--- config.mk ---
export PLATFORM = sky130hd
export DESIGN_NAME = bcd_counter_hex_flat
export DESIGN_NICKNAME = d
export VERILOG_FILES = /design/src/rtl/seg7_pkg.sv /design/src/rtl/bcd_counter_hex_if.sv /design/src/rtl/seg7_decode.sv /design/src/rtl/bcd_counter_hex.sv /design/src/flat_wrapper.sv
export SDC_FILE = /design/constraint.sdc
export NUM_CORES = 1
export LEC_CHECK = 0
export CAP_MARGIN = 10
export CORE_MARGIN = 4
export CORE_UTILIZATION = 46
export CTS_BUF_LIST = sky130_fd_sc_hd__clkbuf_16
export DETAILED_ROUTE_END_ITERATION = 16
export GPL_TIMING_DRIVEN = 0
export PLACE_DENSITY = 0.76
export SLEW_MARGIN = 20
export SYNTH_ARGS = -nofsm -noshare
export SYNTH_HDL_FRONTEND = slang
export SYNTH_SLANG_ARGS = --single-unit
--- constraint.sdc ---
create_clock -name clock -period 3 [get_ports clock]
set_input_delay 0.9 -clock clock [delete_from_list [all_inputs] [get_ports clock]]
set_output_delay 0.9 -clock clock [all_outputs]
set_load 0.005 [all_outputs]
--- src/rtl/seg7_pkg.sv ---
// Shared seven-segment pattern constants (active-low, a..g from MSB to LSB)
// and a helper that turns a decimal integer parameter into a BCD vector.
package seg7_pkg;

    localparam int MAX_DIGITS = 6;

    localparam logic [6:0] SEG_0     = 7'b0000001;
    localparam logic [6:0] SEG_1     = 7'b1001111;
    localparam logic [6:0] SEG_2     = 7'b0010010;
    localparam logic [6:0] SEG_3     = 7'b0000110;
    localparam logic [6:0] SEG_4     = 7'b1001100;
    localparam logic [6:0] SEG_5     = 7'b0100100;
    localparam logic [6:0] SEG_6     = 7'b0100000;
    localparam logic [6:0] SEG_7     = 7'b0001101;
    localparam logic [6:0] SEG_8     = 7'b0000000;
    localparam logic [6:0] SEG_9     = 7'b0000100;
    localparam logic [6:0] SEG_BLANK = 7'b1111111;

    // Widest possible result; callers keep the low 4*DIGITS bits.
    function automatic logic [4*MAX_DIGITS-1:0] dec_to_bcd(input int unsigned value);
        logic [4*MAX_DIGITS-1:0] bcd;
        int unsigned             rest;
        bcd  = '0;
        rest = value;
        for (int k = 0; k < MAX_DIGITS; k++) begin
            bcd[4*k +: 4] = 4'(rest % 10);
            rest          = rest / 10;
        end
        return bcd;
    endfunction

endpackage

--- src/rtl/bcd_counter_hex_if.sv ---
// Control and display bundle of the BCD counter: the master drives the
// count controls, the slave (counter) drives the count, flags and HEX pins.
interface bcd_counter_hex_if #(
    parameter int DIGITS = 2
);
    logic                  en;
    logic                  up;
    logic                  load;
    logic [4*DIGITS-1:0]   load_val;
    logic [4*DIGITS-1:0]   count;
    logic                  at_max;
    logic                  at_min;
    logic                  tc;
    logic                  load_err;
    logic [0:7*DIGITS-1]   HEX;

    modport master (
        output en, up, load, load_val,
        input  count, at_max, at_min, tc, load_err, HEX
    );

    modport slave (
        input  en, up, load, load_val,
        output count, at_max, at_min, tc, load_err, HEX
    );

endinterface

--- src/rtl/seg7_decode.sv ---
// One BCD nibble to active-low seven-segment pattern; non-decimal codes and
// blanked digits show all segments off.
module seg7_decode
    import seg7_pkg::*;
(
    input  logic [3:0] bcd_i,
    input  logic       blank_i,
    output logic [6:0] seg_o
);

    always_comb begin
        seg_o = SEG_BLANK;
        if (!blank_i) begin
            case (bcd_i)
                4'd0:    seg_o = SEG_0;
                4'd1:    seg_o = SEG_1;
                4'd2:    seg_o = SEG_2;
                4'd3:    seg_o = SEG_3;
                4'd4:    seg_o = SEG_4;
                4'd5:    seg_o = SEG_5;
                4'd6:    seg_o = SEG_6;
                4'd7:    seg_o = SEG_7;
                4'd8:    seg_o = SEG_8;
                4'd9:    seg_o = SEG_9;
                default: seg_o = SEG_BLANK;
            endcase
        end
    end

endmodule

--- src/rtl/bcd_counter_hex.sv ---
// Multi-digit BCD up/down counter with bounds, wrap/saturate, parallel load
// and registered seven-segment outputs decoded from the next count value.
module bcd_counter_hex
    import seg7_pkg::*;
#(
    parameter int DIGITS    = 2,
    parameter int MIN       = 0,
    parameter int MAX       = 99,
    parameter int RESET_VAL = 0,
    parameter int WRAP      = 0,
    parameter int BLANK_LZ  = 0
) (
    input logic              clock,
    input logic              reset,
    bcd_counter_hex_if.slave bus
);

    localparam int W = 4 * DIGITS;
    localparam int H = 7 * DIGITS;

    localparam logic [4*MAX_DIGITS-1:0] MIN_FULL = dec_to_bcd(MIN);
    localparam logic [4*MAX_DIGITS-1:0] MAX_FULL = dec_to_bcd(MAX);
    localparam logic [4*MAX_DIGITS-1:0] RST_FULL = dec_to_bcd(RESET_VAL);
    localparam logic [W-1:0]            MIN_BCD  = MIN_FULL[W-1:0];
    localparam logic [W-1:0]            MAX_BCD  = MAX_FULL[W-1:0];
    localparam logic [W-1:0]            RST_BCD  = RST_FULL[W-1:0];

    logic [W-1:0]      count_q, count_d;
    logic [W-1:0]      next_val;
    logic [W-1:0]      inc_val, dec_val;
    logic              at_max_q, at_min_q;
    logic              tc_q, tc_d;
    logic              load_err_q, load_err_d;
    logic [0:H-1]      hex_q, hex_d;
    logic [DIGITS-1:0] carry, borrow;
    logic [DIGITS-1:0] blank_v;
    logic              load_bad;

    assign carry[0]  = 1'b1;
    assign borrow[0] = 1'b1;

    // Ripple decimal carry/borrow; each digit also drives its own decoder.
    for (genvar k = 0; k < DIGITS; k++) begin : g_digit
        logic [3:0] d;
        assign d = count_q[4*k +: 4];

        assign inc_val[4*k +: 4] = !carry[k]     ? d :
                                   (d == 4'd9)   ? 4'd0 : d + 4'd1;
        assign dec_val[4*k +: 4] = !borrow[k]    ? d :
                                   (d == 4'd0)   ? 4'd9 : d - 4'd1;

        if (k + 1 < DIGITS) begin : g_chain
            assign carry[k+1]  = carry[k]  & (d == 4'd9);
            assign borrow[k+1] = borrow[k] & (d == 4'd0);
        end

        seg7_decode u_dec (
            .bcd_i   (next_val[4*k +: 4]),
            .blank_i (blank_v[k]),
            .seg_o   (hex_d[7*k +: 7])
        );
    end

    always_comb begin
        load_bad = 1'b0;
        for (int k = 0; k < DIGITS; k++) begin
            if (bus.load_val[4*k +: 4] > 4'd9) load_bad = 1'b1;
        end
    end

    // Valid BCD orders the same as plain binary, so bounds compare directly.
    always_comb begin
        count_d    = count_q;
        tc_d       = 1'b0;
        load_err_d = 1'b0;
        if (bus.load) begin
            if (load_bad)                  load_err_d = 1'b1;
            else if (bus.load_val < MIN_BCD) count_d  = MIN_BCD;
            else if (bus.load_val > MAX_BCD) count_d  = MAX_BCD;
            else                             count_d  = bus.load_val;
        end else if (bus.en) begin
            if (bus.up) begin
                if (count_q < MAX_BCD) begin
                    count_d = inc_val;
                end else if (WRAP != 0) begin
                    count_d = MIN_BCD;
                    tc_d    = 1'b1;
                end
            end else begin
                if (count_q > MIN_BCD) begin
                    count_d = dec_val;
                end else if (WRAP != 0) begin
                    count_d = MAX_BCD;
                    tc_d    = 1'b1;
                end
            end
        end
    end

    // The decoders look at the value the count register is about to take.
    assign next_val = reset ? RST_BCD : count_d;

    always_comb begin
        logic upper_zero;
        upper_zero = 1'b1;
        blank_v    = '0;
        for (int k = DIGITS - 1; k > 0; k--) begin
            upper_zero = upper_zero & (next_val[4*k +: 4] == 4'd0);
            blank_v[k] = (BLANK_LZ != 0) & upper_zero;
        end
    end

    always_ff @(posedge clock) begin
        if (reset) begin
            count_q    <= RST_BCD;
            at_max_q   <= (RST_BCD == MAX_BCD);
            at_min_q   <= (RST_BCD == MIN_BCD);
            tc_q       <= 1'b0;
            load_err_q <= 1'b0;
        end else begin
            count_q    <= count_d;
            at_max_q   <= (count_d == MAX_BCD);
            at_min_q   <= (count_d == MIN_BCD);
            tc_q       <= tc_d;
            load_err_q <= load_err_d;
        end
        hex_q <= hex_d;
    end

    assign bus.count    = count_q;
    assign bus.at_max   = at_max_q;
    assign bus.at_min   = at_min_q;
    assign bus.tc       = tc_q;
    assign bus.load_err = load_err_q;
    assign bus.HEX      = hex_q;

endmodule

--- src/flat_wrapper.sv ---
// flat-port wrapper written by rule: the top's interface ports become plain ports
module bcd_counter_hex_flat import seg7_pkg::*;
#(
    parameter int DIGITS    = 2,
    parameter int MIN       = 0,
    parameter int MAX       = 99,
    parameter int RESET_VAL = 0,
    parameter int WRAP      = 0,
    parameter int BLANK_LZ  = 0
)
  (clock, reset, bus_en, bus_up, bus_load, bus_load_val, bus_count, bus_at_max, bus_at_min, bus_tc, bus_load_err, bus_HEX);
  bcd_counter_hex_if #(.DIGITS(DIGITS)) bus_i ();
  input logic clock;
  input logic reset;
  input wire logic [$bits(bus_i.en)-1:0] bus_en;
  input wire logic [$bits(bus_i.up)-1:0] bus_up;
  input wire logic [$bits(bus_i.load)-1:0] bus_load;
  input wire logic [$bits(bus_i.load_val)-1:0] bus_load_val;
  output wire logic [$bits(bus_i.count)-1:0] bus_count;
  output wire logic [$bits(bus_i.at_max)-1:0] bus_at_max;
  output wire logic [$bits(bus_i.at_min)-1:0] bus_at_min;
  output wire logic [$bits(bus_i.tc)-1:0] bus_tc;
  output wire logic [$bits(bus_i.load_err)-1:0] bus_load_err;
  output wire logic [$bits(bus_i.HEX)-1:0] bus_HEX;
  assign bus_i.en = bus_en;
  assign bus_i.up = bus_up;
  assign bus_i.load = bus_load;
  assign bus_i.load_val = bus_load_val;
  assign bus_count = bus_i.count;
  assign bus_at_max = bus_i.at_max;
  assign bus_at_min = bus_i.at_min;
  assign bus_tc = bus_i.tc;
  assign bus_load_err = bus_i.load_err;
  assign bus_HEX = bus_i.HEX;
  bcd_counter_hex #(.DIGITS(DIGITS), .MIN(MIN), .MAX(MAX), .RESET_VAL(RESET_VAL), .WRAP(WRAP), .BLANK_LZ(BLANK_LZ)) u_core (.clock(clock), .reset(reset), .bus(bus_i));
endmodule
==> flow_metrics.env, run 1 <==
export IMPL_crit_required_ps=3150
export IMPL_skew_ps=4.75
export IMPL_min_period_ps=2950
export IMPL_antenna_cells=0
export IMPL_clockBufferDepth=2
export IMPL_reg2reg_depth=12
export IMPL_grt_antenna_before_repair=0
export IMPL_root_buffer="clkbuf_16"
export IMPL_slew_violations=0
export IMPL_relSlewSlack_pct=56.5
export IMPL_peakVddDrop_v=0.000264
export IMPL_worst_pin_slew_ps=653
export IMPL_grt_max_degree=16
export IMPL_whs_path_depth=5
export IMPL_wire_per_inst_um=16.5
export IMPL_place_gp_congestion=0.884
export IMPL_worst_setup_path_start_kind="input pin"
export IMPL_worstReg2RegStart="u_core.bus.count[0]"
export IMPL_start_util_pct=48.6
export IMPL_first_global_vias=1808
export IMPL_area_growth_pct=48.6
export IMPL_ys_seq_elements=25
export IMPL_gr_usage_met1_pct=26.9
export IMPL_pin_count=39
export IMPL_ant_nets=0
export IMPL_status="complete, no violations"
export IMPL_clkTransAtPathRegs_ps=70
export IMPL_fin_crit_sh_pct=98.5
export IMPL_hold_start="u_core.bus.count[5]"
export IMPL_p_total_mw=1.14
export IMPL_yosysUniqueCellTypes=61
export IMPL_fmax_mhz=338
export IMPL_met2_usage_pct=34.8
export IMPL_dp_hpwl_mm=3.54
export IMPL_drive_gt1_share_pct=26.2
export IMPL_synthArstFlopShare_pct=0
export IMPL_syn_num_nets=251
export IMPL_max_cap_violations=0
export IMPL_synth_top_cell_area_share_pct=27.7
export IMPL_hp_class="reg2reg"
export IMPL_synthTopCellsByArea="dfxtp_1, ha_1, nand2_1"
export IMPL_worst_setup_path_type="in2reg"
export IMPL_ys_warn_count=0
export IMPL_synth_top_area_cell="dfxtp_1"
export IMPL_final_nets=315
export IMPL_syn_area_per_cell_um2=7.96
export IMPL_synth_common_cells="dfxtp_1, nand2_1, nor2_1"
export IMPL_setup_violations=0
export IMPL_die_h_um=70.7
export IMPL_power_density_nw_per_um2=426
export IMPL_path_max_fanout=7
export IMPL_htreeDepth=1
export IMPL_numCtsBuffers=3
export IMPL_end_kind="flip-flop"
export IMPL_overflow=0
export IMPL_grt_busiest_layer="met2"
export IMPL_clock_sinks=25
export IMPL_synthCells=227
export IMPL_synth_edf_count=0
export IMPL_vias=2038
export IMPL_timing_hold_ws_ps=926
export IMPL_leakage_nw=1.16
export IMPL_drtPass1Iterations=4
export IMPL_r2r_end="u_core.bus.HEX[3]"
export IMPL_cts_tree="built"
export IMPL_whs_endpoint="u_core.bus.count[5]"
export IMPL_drt_total_wl_mm=5.57
export IMPL_seq_area_frac_synth_pct=27.7
export IMPL_io_buffers=36
export IMPL_drtIter0Drc=204
export IMPL_grtUsageMet3_pct=3.27
export IMPL_core_area_um2=3720
export IMPL_arrival_ps=3100
export IMPL_grt_pass1_wl_mm=8.41
export IMPL_dieArea_um2=4990
export IMPL_holdBufCountCts=0
export IMPL_avgViaCountPerCell=6.03
export IMPL_yosys_most_used_dff="dfxtp_1"
export IMPL_hold_viol_final=0
export IMPL_regToRegSetupSlack_ps=100
export IMPL_synth_area_um2=1810
export IMPL_fp_dieW_um=70.7
export IMPL_yosys_cell_count_top_type="dfxtp_1"
export IMPL_row_count=22
export IMPL_clock_latency_ps=260
export IMPL_grt_usage_pct=20.3
export IMPL_route_detailed_drc=0
## per-layer routing
metal | vias to the layer above | wire length, µm
met4 | 0 | 148
li1 | 969 | -
met2 | 83 | 2790
met1 | 964 | 2290
met3 | 22 | 340
met5 | - | 0
## placed cells by master (no fill, tap or decap), types with 3 or more instances in the layout
cell	count
clkdlybuf4s50_1	27
o21ai_0	10
a21oi_1	9
a31oi_1	3
o21ai_1	3
o21a_1	5
ha_1	10
and2_1	4
clkbuf_1	4
buf_2	5
clkbuf_16	3
buf_4	25
or3_1	4
a211oi_1	4
nand3_1	10
dlymetal6s2s_1	6
nand2_1	20
dfxtp_1	23
nor2_1	13
nor2_2	3
inv_1	12
o211ai_1	4
nand3b_1	3
nor3_1	5
## worst max path at each step
stage | start | end | cells after the start
final | bus_up | u_core.bus.HEX[10] | 10
after global routing | bus_up | u_core.bus.HEX[10] | 10
after CTS | bus_load_val[2] | u_core.bus.HEX[10] | 11
after detailed placement | bus_up | u_core.bus.HEX[10] | 10
after global placement | bus_up | u_core.bus.HEX[10] | 10
after floorplan | bus_up | u_core.bus.HEX[0] | 10
## repair_timing
action / 4_1_cts / 5_1_grt
endpoints found under the setup margin: 17 / 13
pin swaps: 8 / 16
gates resized for setup: 37 / 31
buffers inserted: 14 / 10
## state kept, by name, indices dropped and copies added (netlist names)
register,count
u_core.bus.load_err,1
u_core.bus.at_max,1
u_core.bus.at_min,1
u_core.bus.HEX,14
u_core.bus.count,8
## worst max-delay path, cell delays in order
cell     delay (ps)
buf_4           160
nor4b_4         340
nand2_1         110
o211a_1         250
o41ai_4         470
nor2_2          120
ha_1            320
nor2_2          140
a21oi_2          70
o22a_1          200
## through the flow
stage | cell area [µm²] | setup TNS [ps] | util, % | std cells | setup slack [ps]
after floorplan | 1810 | 0 | - | 227 | 135
after global placement | 2230 | -12120 | 59.9 | 311 | -949
after detailed placement | 2230 | -10910 | 59.9 | 311 | -852
after CTS | 2520 | -2.87 | 67.7 | 328 | -2.87
after global routing | 2690 | -134 | 72.3 | 338 | -50.2
final | 2690 | 0 | 72.3 | 338 | 45.6
## kinds of logic after synthesis
group,count (synthesis),synth area share [%]
multiplexers,2,1.11
adder cells (fa/ha/maj),11,7.62
flip-flops,25,27.7
other,1,0.208
AO/OA/AOI/OAI,70,28.5
XOR/XNOR,3,1.45
AND/OR/NAND/NOR,89,27.5
buffers and inverters,26,5.89
## final cells by class
cell class	instances	area, µm²
Tap cell	48	60.1
Fill cell	276	1030
Clock inverter	1	7.51
Inverter	14	52.6
Buffer	11	62.6
Multi-Input combinational cell	176	1370
Sequential cell	25	503
Timing Repair Buffer	60	551
Clock buffer	3	75.1
## power by group
group	leakage [nW]	switching [mW]	internal [mW]
Combinational	0.912	0.217	0.228
Sequential	0.208	0.0202	0.372
Clock	0.0371	0.125	0.181
(Power assumes the default switching activity.)
==> run 2: changes to the inputs <==
--- a/config.mk
+++ b/config.mk
@@ -9,9 +9,11 @@
 export CORE_MARGIN = 4
 export CORE_UTILIZATION = 46
 export CTS_BUF_LIST = sky130_fd_sc_hd__clkbuf_16
+export CTS_CLUSTER_SIZE = 28
 export DETAILED_ROUTE_END_ITERATION = 16
 export GPL_TIMING_DRIVEN = 0
 export PLACE_DENSITY = 0.76
+export SKIP_CTS_REPAIR_TIMING = 1
 export SLEW_MARGIN = 20
 export SYNTH_ARGS = -nofsm -noshare
 export SYNTH_HDL_FRONTEND = slang
==> flow_metrics.env, run 2 (synthesized netlist as in run 1, its figures left out) <==
export IMPL_hp_class="reg2reg"
export IMPL_slew_violations=0
export IMPL_rsz0062_at_grt="yes"
export IMPL_timing_hold_ws_ps=915
export IMPL_drtPass1Iterations=4
export IMPL_fin_crit_sh_pct=98.6
export IMPL_drt_total_wl_mm=4.99
export IMPL_skew_ps=6.43
export IMPL_wire_per_inst_um=15.2
export IMPL_avgViaCountPerCell=5.84
export IMPL_numCtsBuffers=3
export IMPL_pin_count=39
export IMPL_io_buffers=36
export IMPL_drive_gt1_share_pct=23.9
export IMPL_root_buffer="clkbuf_16"
export IMPL_worst_setup_path_type="reg2reg"
export IMPL_end_kind="flip-flop"
export IMPL_fill_cells=294
export IMPL_fmax_mhz=338
export IMPL_grt_max_degree=16
export IMPL_fin_cells=328
export IMPL_htreeDepth=1
export IMPL_cts_tree="built"
export IMPL_grt_antenna_before_repair=0
export IMPL_worstReg2RegStart="u_core.bus.count[1]"
export IMPL_grt_usage_pct=18.5
export IMPL_place_gp_congestion=0.884
export IMPL_p_total_mw=1.11
export IMPL_status="complete, no violations"
export IMPL_clockBufferDepth=2
export IMPL_start_util_pct=48.6
export IMPL_drtIter0Drc=171
export IMPL_area_growth_pct=43.9
export IMPL_arrival_ps=3100
export IMPL_grt_pass1_wl_mm=7.67
export IMPL_clock_sinks=25
export IMPL_die_h_um=70.7
export IMPL_dp_hpwl_mm=3.54
export IMPL_route_detailed_drc=0
export IMPL_power_density_nw_per_um2=427
export IMPL_core_area_um2=3720
export IMPL_worst_pin_slew_ps=601
export IMPL_relSlewSlack_pct=58.9
export IMPL_crit_required_ps=3150
export IMPL_regToRegSetupSlack_ps=40
export IMPL_dieArea_um2=4990
export IMPL_path_max_fanout=7
export IMPL_setup_worst_path_end="u_core.bus.HEX[10]"
export IMPL_dpl_cell_count=311
export IMPL_final_cell_mix="clkdlybuf4s50_1, dfxtp_1, nand2_1"
export IMPL_leakage_nw=1.10
export IMPL_antenna_cells=0
export IMPL_reg2reg_depth=12
export IMPL_ant_nets=0
export IMPL_final_nets=305
export IMPL_max_cap_violations=0
export IMPL_fp_dieW_um=70.7
export IMPL_peakVddDrop_v=0.000328
export IMPL_crit_start="u_core.bus.count[1]"
export IMPL_r2r_end="u_core.bus.HEX[10]"
export IMPL_overflow=0
export IMPL_largest_reg_flops=14
export IMPL_min_period_ps=2960
export IMPL_clkTransAtPathRegs_ps=70
export IMPL_setup_violations=0
export IMPL_row_count=22
export IMPL_hold_viol_final=0
export IMPL_first_global_vias=1714
export IMPL_worst_setup_path_start_kind="flip-flop"
export IMPL_final_common_cell="clkdlybuf4s50_1"
export IMPL_clock_latency_ps=260
export IMPL_vias=1916
[run 2: cell types whose count changed in the layout (fill, tap and decap cells not counted), sizes merged]
cell,change
clkbuf,+2
dlymetal6s2s,+1
buf,-12
dlygate4sd2,-1
[run 2: layout make-up]
class	instances	area, µm²	share of cell area (%)
tap	48	60.1	2.31
timing repair buffer	50	473	18.2
multi-input combinational	176	1370	52.7
clock inverter	1	7.51	0.289
inverter	14	52.6	2.02
clock buffer	3	75.1	2.89
sequential	25	503	19.3
buffer	11	58.8	2.26
[run 2: metal layers]
| layer | global-route usage [%] | part of all wire, % | vias up |
|---|---|---|---|
| li1 | - | - | 948 |
| met3 | 3.27 | 5.5 | 8 |
| met4 | 3.97 | 0.92 | 0 |
| met1 | 24.7 | 45 | 901 |
| met2 | 31.3 | 48 | 59 |
| met5 | 0 | 0 | - |
[run 2: power breakdown]
part | internal, mW | switching, mW | total, mW | leakage, nW
Combinational | 0.210 | 0.203 | 0.413 | 0.860
Sequential | 0.372 | 0.0206 | 0.392 | 0.208
Clock | 0.181 | 0.123 | 0.304 | 0.0371
Total | 0.763 | 0.347 | 1.11 | 1.10
[run 2: worst min path at each step]
stage                     depth (start not counted)                 from                  end  slack [ps]
after floorplan                                   5  u_core.bus.count[5]  u_core.bus.count[5]         800
after global placement                            4  u_core.bus.count[5]  u_core.bus.count[5]         890
after detailed placement                          5  u_core.bus.count[5]  u_core.bus.count[5]         890
after CTS                                         4  u_core.bus.count[5]  u_core.bus.count[5]         920
after global routing                              5  u_core.bus.count[1]  u_core.bus.count[1]         940
final                                             5  u_core.bus.count[1]  u_core.bus.count[1]         910
[run 2: metrics by stage]
step	worst slack, ps	setup TNS [ps]	area (µm²)	utilization [%]
floorplan	135	0	1810	-
global placement	-949	-12120	2230	59.9
detailed placement	-852	-10910	2230	59.9
CTS	-596	-5780	2310	62.2
global route	-69.0	-162	2600	70.0
finish	43.2	0	2600	70.0
[run 2: worst max-delay path, cell delays in order (launching register included)]
cell,delay [ps]
dfxtp_2,370
inv_2,110
ha_1,150
nand3b_1,150
buf_4,200
or3_1,370
o211a_1,170
o41ai_4,480
nor2_2,120
ha_1,320
nor2_2,140
a21oi_2,70
o22a_1,200
==> RTL change 1: new RTL, settings of run 2 <==
`WRAP` is set to 0 in 2 places; all go to 1.
--- a/src/rtl/bcd_counter_hex.sv
+++ b/src/rtl/bcd_counter_hex.sv
@@ -9,3 +9,3 @@
     parameter int RESET_VAL = 0,
-    parameter int WRAP      = 0,
+    parameter int WRAP      = 1,
     parameter int BLANK_LZ  = 0
--- a/src/flat_wrapper.sv
+++ b/src/flat_wrapper.sv
@@ -7,3 +7,3 @@
     parameter int RESET_VAL = 0,
-    parameter int WRAP      = 0,
+    parameter int WRAP      = 1,
     parameter int BLANK_LZ  = 0
Function: changed (Yosys sat finds a counterexample within 4 cycles, from zero or initial values and one cycle with reset high).
==> RTL change 1 against run 2 <==
Power decreased by 0.22%; wire length decreased by 9.3%; clock power decreased by 6%; sequential cell count increased by 1; setup slack improved by 270 ps; final area decreased by 7.1%; non-clock buffer count decreased by 8; area after synthesis decreased by 1.0%; register-to-register slack improved by 490 ps; largest cell class unchanged.
==> RTL change 1: results (changes against run 2) <==
* Unique masters post-synth: 67, +9.8%
* post-route minimum period: 2690 ps, -269 ps
* count of filler cells inserted in the layout: 323, +9.9%
* Clock buffers and inverters, area share: 0.0326, +0.000864
* path depth of the worst reg2reg path: 9, -3
* share of post-route cells with drive strength above 1: 0.180, -0.0592
* Worst Hold Slack: 803 ps, -112 ps
* power in the clock group: 0.000287 W, -6%
* origin of the worst min-delay path: u_core.bus.count[5]
* tightest slew margin relative to the limit: 0.649, +0.0601
* vias in the first global route: 1,585, -7.5%
* end of the worst register-to-register path: u_core.bus.HEX[4]
* mean instance size in the synthesized netlist: 8.24 µm², +3.5%
* clock power share: 0.260, -0.014
* CP peak stage delay: 290 ps, -190 ps
* worst setup path startpoint: bus_up
* number of non-clock inverters: 16, +2
* Pint: 0.000768 W, +0.61%
* endpoint of the worst hold path: u_core.bus.count[5]
* average vias per placed instance: 5.69, -2.5%
* layout multi-input combinational cell count: 162, -8.0%
* top cells by area in the synthesized netlist: sky130_fd_sc_hd__dfxtp_1, sky130_fd_sc_hd__nor2_1, sky130_fd_sc_hd__ha_1, sky130_fd_sc_hd__a21oi_1, sky130_fd_sc_hd__inv_1
* Min-Delay Path Depth: 3, -2
* multi-input gate share of the layout cell area: 0.494, -0.0329
* met3 Use GR: 0.0374, +0.00474
* Slowest-stage cell, CP: sky130_fd_sc_hd__a311oi_4
* setup slack, reg-to-reg: 530 ps, +490 ps
* total wire length: 4530 µm, -9.3%
* largest fanout of any net on the critical path: 6, -1
* minimum setup slack after placement: -698 ps, +154 ps
* Max IR drop VDD: 0.355 mV, +8.3%
* Tot GR Track Use: 0.182, -0.00256
* pin count of the biggest net entering global routing: 15, -1
* endpoint arrival time on the critical path: 2830 ps, -270 ps
* number of DRC violations after detailed-routing iteration 0: 152, -11%
* RD Place Congestion: 0.905, +2.4%
* sequential share of cell area: 0.215, +0.0220
* Post-synth top cells: sky130_fd_sc_hd__nor2_1, sky130_fd_sc_hd__dfxtp_1, sky130_fd_sc_hd__a21oi_1, sky130_fd_sc_hd__inv_1, sky130_fd_sc_hd__nand2_1
* part of the Yosys area used for sequential elements: 0.291, +0.0141
* endpoint of the worst setup timing path: u_core.bus.HEX[11]
* instance area at placement: 2230 µm², about the same
* outcome: finished clean
* die outline area: 4950 µm², -0.92%
* Cells after DPL: 303, -2.6%
* number of synthesized register bits: 26, +4.0%
* non-clock buffer share of cell area: 0.208, +0.00366
RTL change 1: cell types whose count changed after synthesis, moves of 5 or more:
| cell | before | now |
|---|---|---|
| sky130_fd_sc_hd__nor2_1 | 15 | 27 |
| sky130_fd_sc_hd__nand2_1 | 20 | 12 |
| sky130_fd_sc_hd__nor3_1 | 8 | 1 |
| sky130_fd_sc_hd__o21a_1 | 7 | 0 |
| sky130_fd_sc_hd__a21oi_1 | 10 | 16 |
| sky130_fd_sc_hd__o21ai_0 | 14 | 9 |
RTL change 1: cells by family after synthesis:
kind of cell               share of synthesized area
muxes                                         0.0119
xor gates and xnor gates                     0.00980
buffers and inverters                         0.0777
AOI/OAI and AO/OA                              0.304
adders and majority gates                     0.0560
and+or+nand+nor                                0.250
DFF                                            0.291
RTL change 1: layer usage:
layer  routed length (µm)  vias to the layer above
met1                 2080                      807
met5                    0                        -
met3                  258                        2
met2                 2180                       61
met4                   10                        0
li1                     -                      889
==> RTL change 2: new RTL, config.mk and constraints of run 2 <==
Made on the original files. `DIGITS` is set to 2 in 3 places; all go to 1.
--- a/src/rtl/bcd_counter_hex_if.sv
+++ b/src/rtl/bcd_counter_hex_if.sv
@@ -3,3 +3,3 @@
 interface bcd_counter_hex_if #(
-    parameter int DIGITS = 2
+    parameter int DIGITS = 1
 );
--- a/src/rtl/bcd_counter_hex.sv
+++ b/src/rtl/bcd_counter_hex.sv
@@ -5,3 +5,3 @@
 #(
-    parameter int DIGITS    = 2,
+    parameter int DIGITS    = 1,
     parameter int MIN       = 0,
--- a/src/flat_wrapper.sv
+++ b/src/flat_wrapper.sv
@@ -3,3 +3,3 @@
 #(
-    parameter int DIGITS    = 2,
+    parameter int DIGITS    = 1,
     parameter int MIN       = 0,
Ports: changed (resized bus_HEX, bus_count and bus_load_val); port bits go from 39 to 24. No check against the original RTL was run, so the function may have changed too.
==> RTL change 2 against run 2 <==
Area after synthesis shrank 48%; hold slack lost 98 ps; wire length shrank 54%; setup slack gained 81 ps; power shrank 38%; final cell count shrank 52%; highest routed layer unchanged; largest power group is now clock; sequential cell count shrank 11; clock power shrank 18%; maximum frequency grew 2.8%; final area shrank 50%; sequential share of layout area grew 2.2 points.
==> RTL change 2: results (changes against run 2) <==
* part of the Yosys area used for sequential elements: 0.300, +0.0229
* switching pwr: 0.000190 W, -45%
* total wire length: 2300 µm, -54%
* outcome: finished clean
* worst setup path startpoint: bus_en
* instance area at placement: 1170 µm², -48%
* endpoint of the worst setup timing path: u_core.bus.HEX[3]
* Post-synth top cells: sky130_fd_sc_hd__a21oi_1, sky130_fd_sc_hd__dfxtp_1, sky130_fd_sc_hd__inv_1, sky130_fd_sc_hd__ha_1, sky130_fd_sc_hd__nand2_1
* HPWL after DPL: 1640 µm, -54%
* setup slack, reg-to-reg: 210 ps, +170 ps
* total via count in the routed design: 880, -54%
* vias in the first global route: 849, -50%
* Largest register FFs: 7, -7
* path depth of the worst reg2reg path: 11, -1
* kind of start point of the critical path: primary input
* latest clock arrival within the worst-skew pair: 240 ps, -20 ps
* Unique masters post-synth: 46, -25%
* post-synthesis instance total: 106, -53%
* minimum setup slack after placement: -590 ps, +262 ps
* Tot GR Track Use: 0.177, -0.00772
* end of the worst register-to-register path: u_core.bus.HEX[4]
* Leakage Power: 0.540 nW, -51%
* Worst Hold Slack: 817 ps, -97.7 ps
* largest fanout of any net on the critical path: 4, -3
* CP peak stage delay: 500 ps, +20 ps
* origin of the worst min-delay path: u_core.bus.count[0]
* Max IR drop VDD: 0.503 mV, +53%
* wire length of the first global-routing pass: 3680 µm, -52%
* endpoint arrival time on the critical path: 2980 ps, -120 ps
* endpoint of the worst hold path: u_core.bus.at_max
* top cells by area in the synthesized netlist: sky130_fd_sc_hd__dfxtp_1, sky130_fd_sc_hd__ha_1, sky130_fd_sc_hd__a21oi_1, sky130_fd_sc_hd__inv_1, sky130_fd_sc_hd__mux2i_1
* reg2reg start: u_core.bus.count[0]
* Slowest-stage cell, CP: sky130_fd_sc_hd__clkdlybuf4s50_1
* clock-pin slew of the registers on the worst-case setup and hold paths: 50 ps, -20 ps
* family of cells with the greatest summed delay on the critical path: simple AND/OR/NAND/NOR gates
* post-route minimum period: 2880 ps, -81.0 ps
* post-synthesis net count: 122, -51%
* tightest slew margin relative to the limit: 0.627, +0.0386
* number of DRC violations after detailed-routing iteration 0: 10, -94%
==> RTL change 2: cell families (layout without fill, tap and decap cells) <==
kind of cell | count (synthesis) | after routing | share of synthesized area
muxes | 3 | 3 | 0.0321
buffers and inverters | 16 | 42 | 0.0790
DFF | 14 | 14 | 0.300
adders and majority gates | 7 | 7 | 0.0937
and+or+nand+nor | 23 | 23 | 0.150
xor gates and xnor gates | 1 | 1 | 0.00937
other | 1 | 1 | 0.00401
AOI/OAI and AO/OA | 41 | 41 | 0.332
==> RTL change 2: power groups by stage <==
stage / clock (W) / sequential (W) / combinational [W]
floorplan: 0 / 0.000228 / 0.000110
global placement: 0 / 0.000226 / 0.000187
detailed placement: 0 / 0.000227 / 0.000192
CTS: 0.000250 / 0.000224 / 0.000194
global route: 0.000264 / 0.000226 / 0.000229
finish: 0.000250 / 0.000224 / 0.000210
==> RTL change 2: area by class of cell <==
| cell class | count | area [µm²] |
|---|---|---|
| plain buffers | 6 | 37.5 |
| clock buffers | 3 | 75.1 |
| clock inverters | 1 | 3.75 |
| fillers | 159 | 642 |
| inverters | 10 | 37.5 |
| multi-input cells | 76 | 617 |
| flip-flops and latches | 14 | 280 |
| well taps | 27 | 33.8 |
| repair buffers | 22 | 215 |
==> RTL change 2: metrics by stage <==
step,utilization,power (W)
after global placement,0.602,0.000412
after CTS,0.642,0.000668
after floorplan,-,0.000338
final,0.669,0.000684
after global routing,0.669,0.000719
after detailed placement,0.602,0.000418
==> RTL change 2: per-layer routing <==
metal	track usage	part of all wire
met3	0.0451	0.049
met5	0	0
met1	0.209	0.45
met2	0.300	0.49
met4	0.0766	0.010
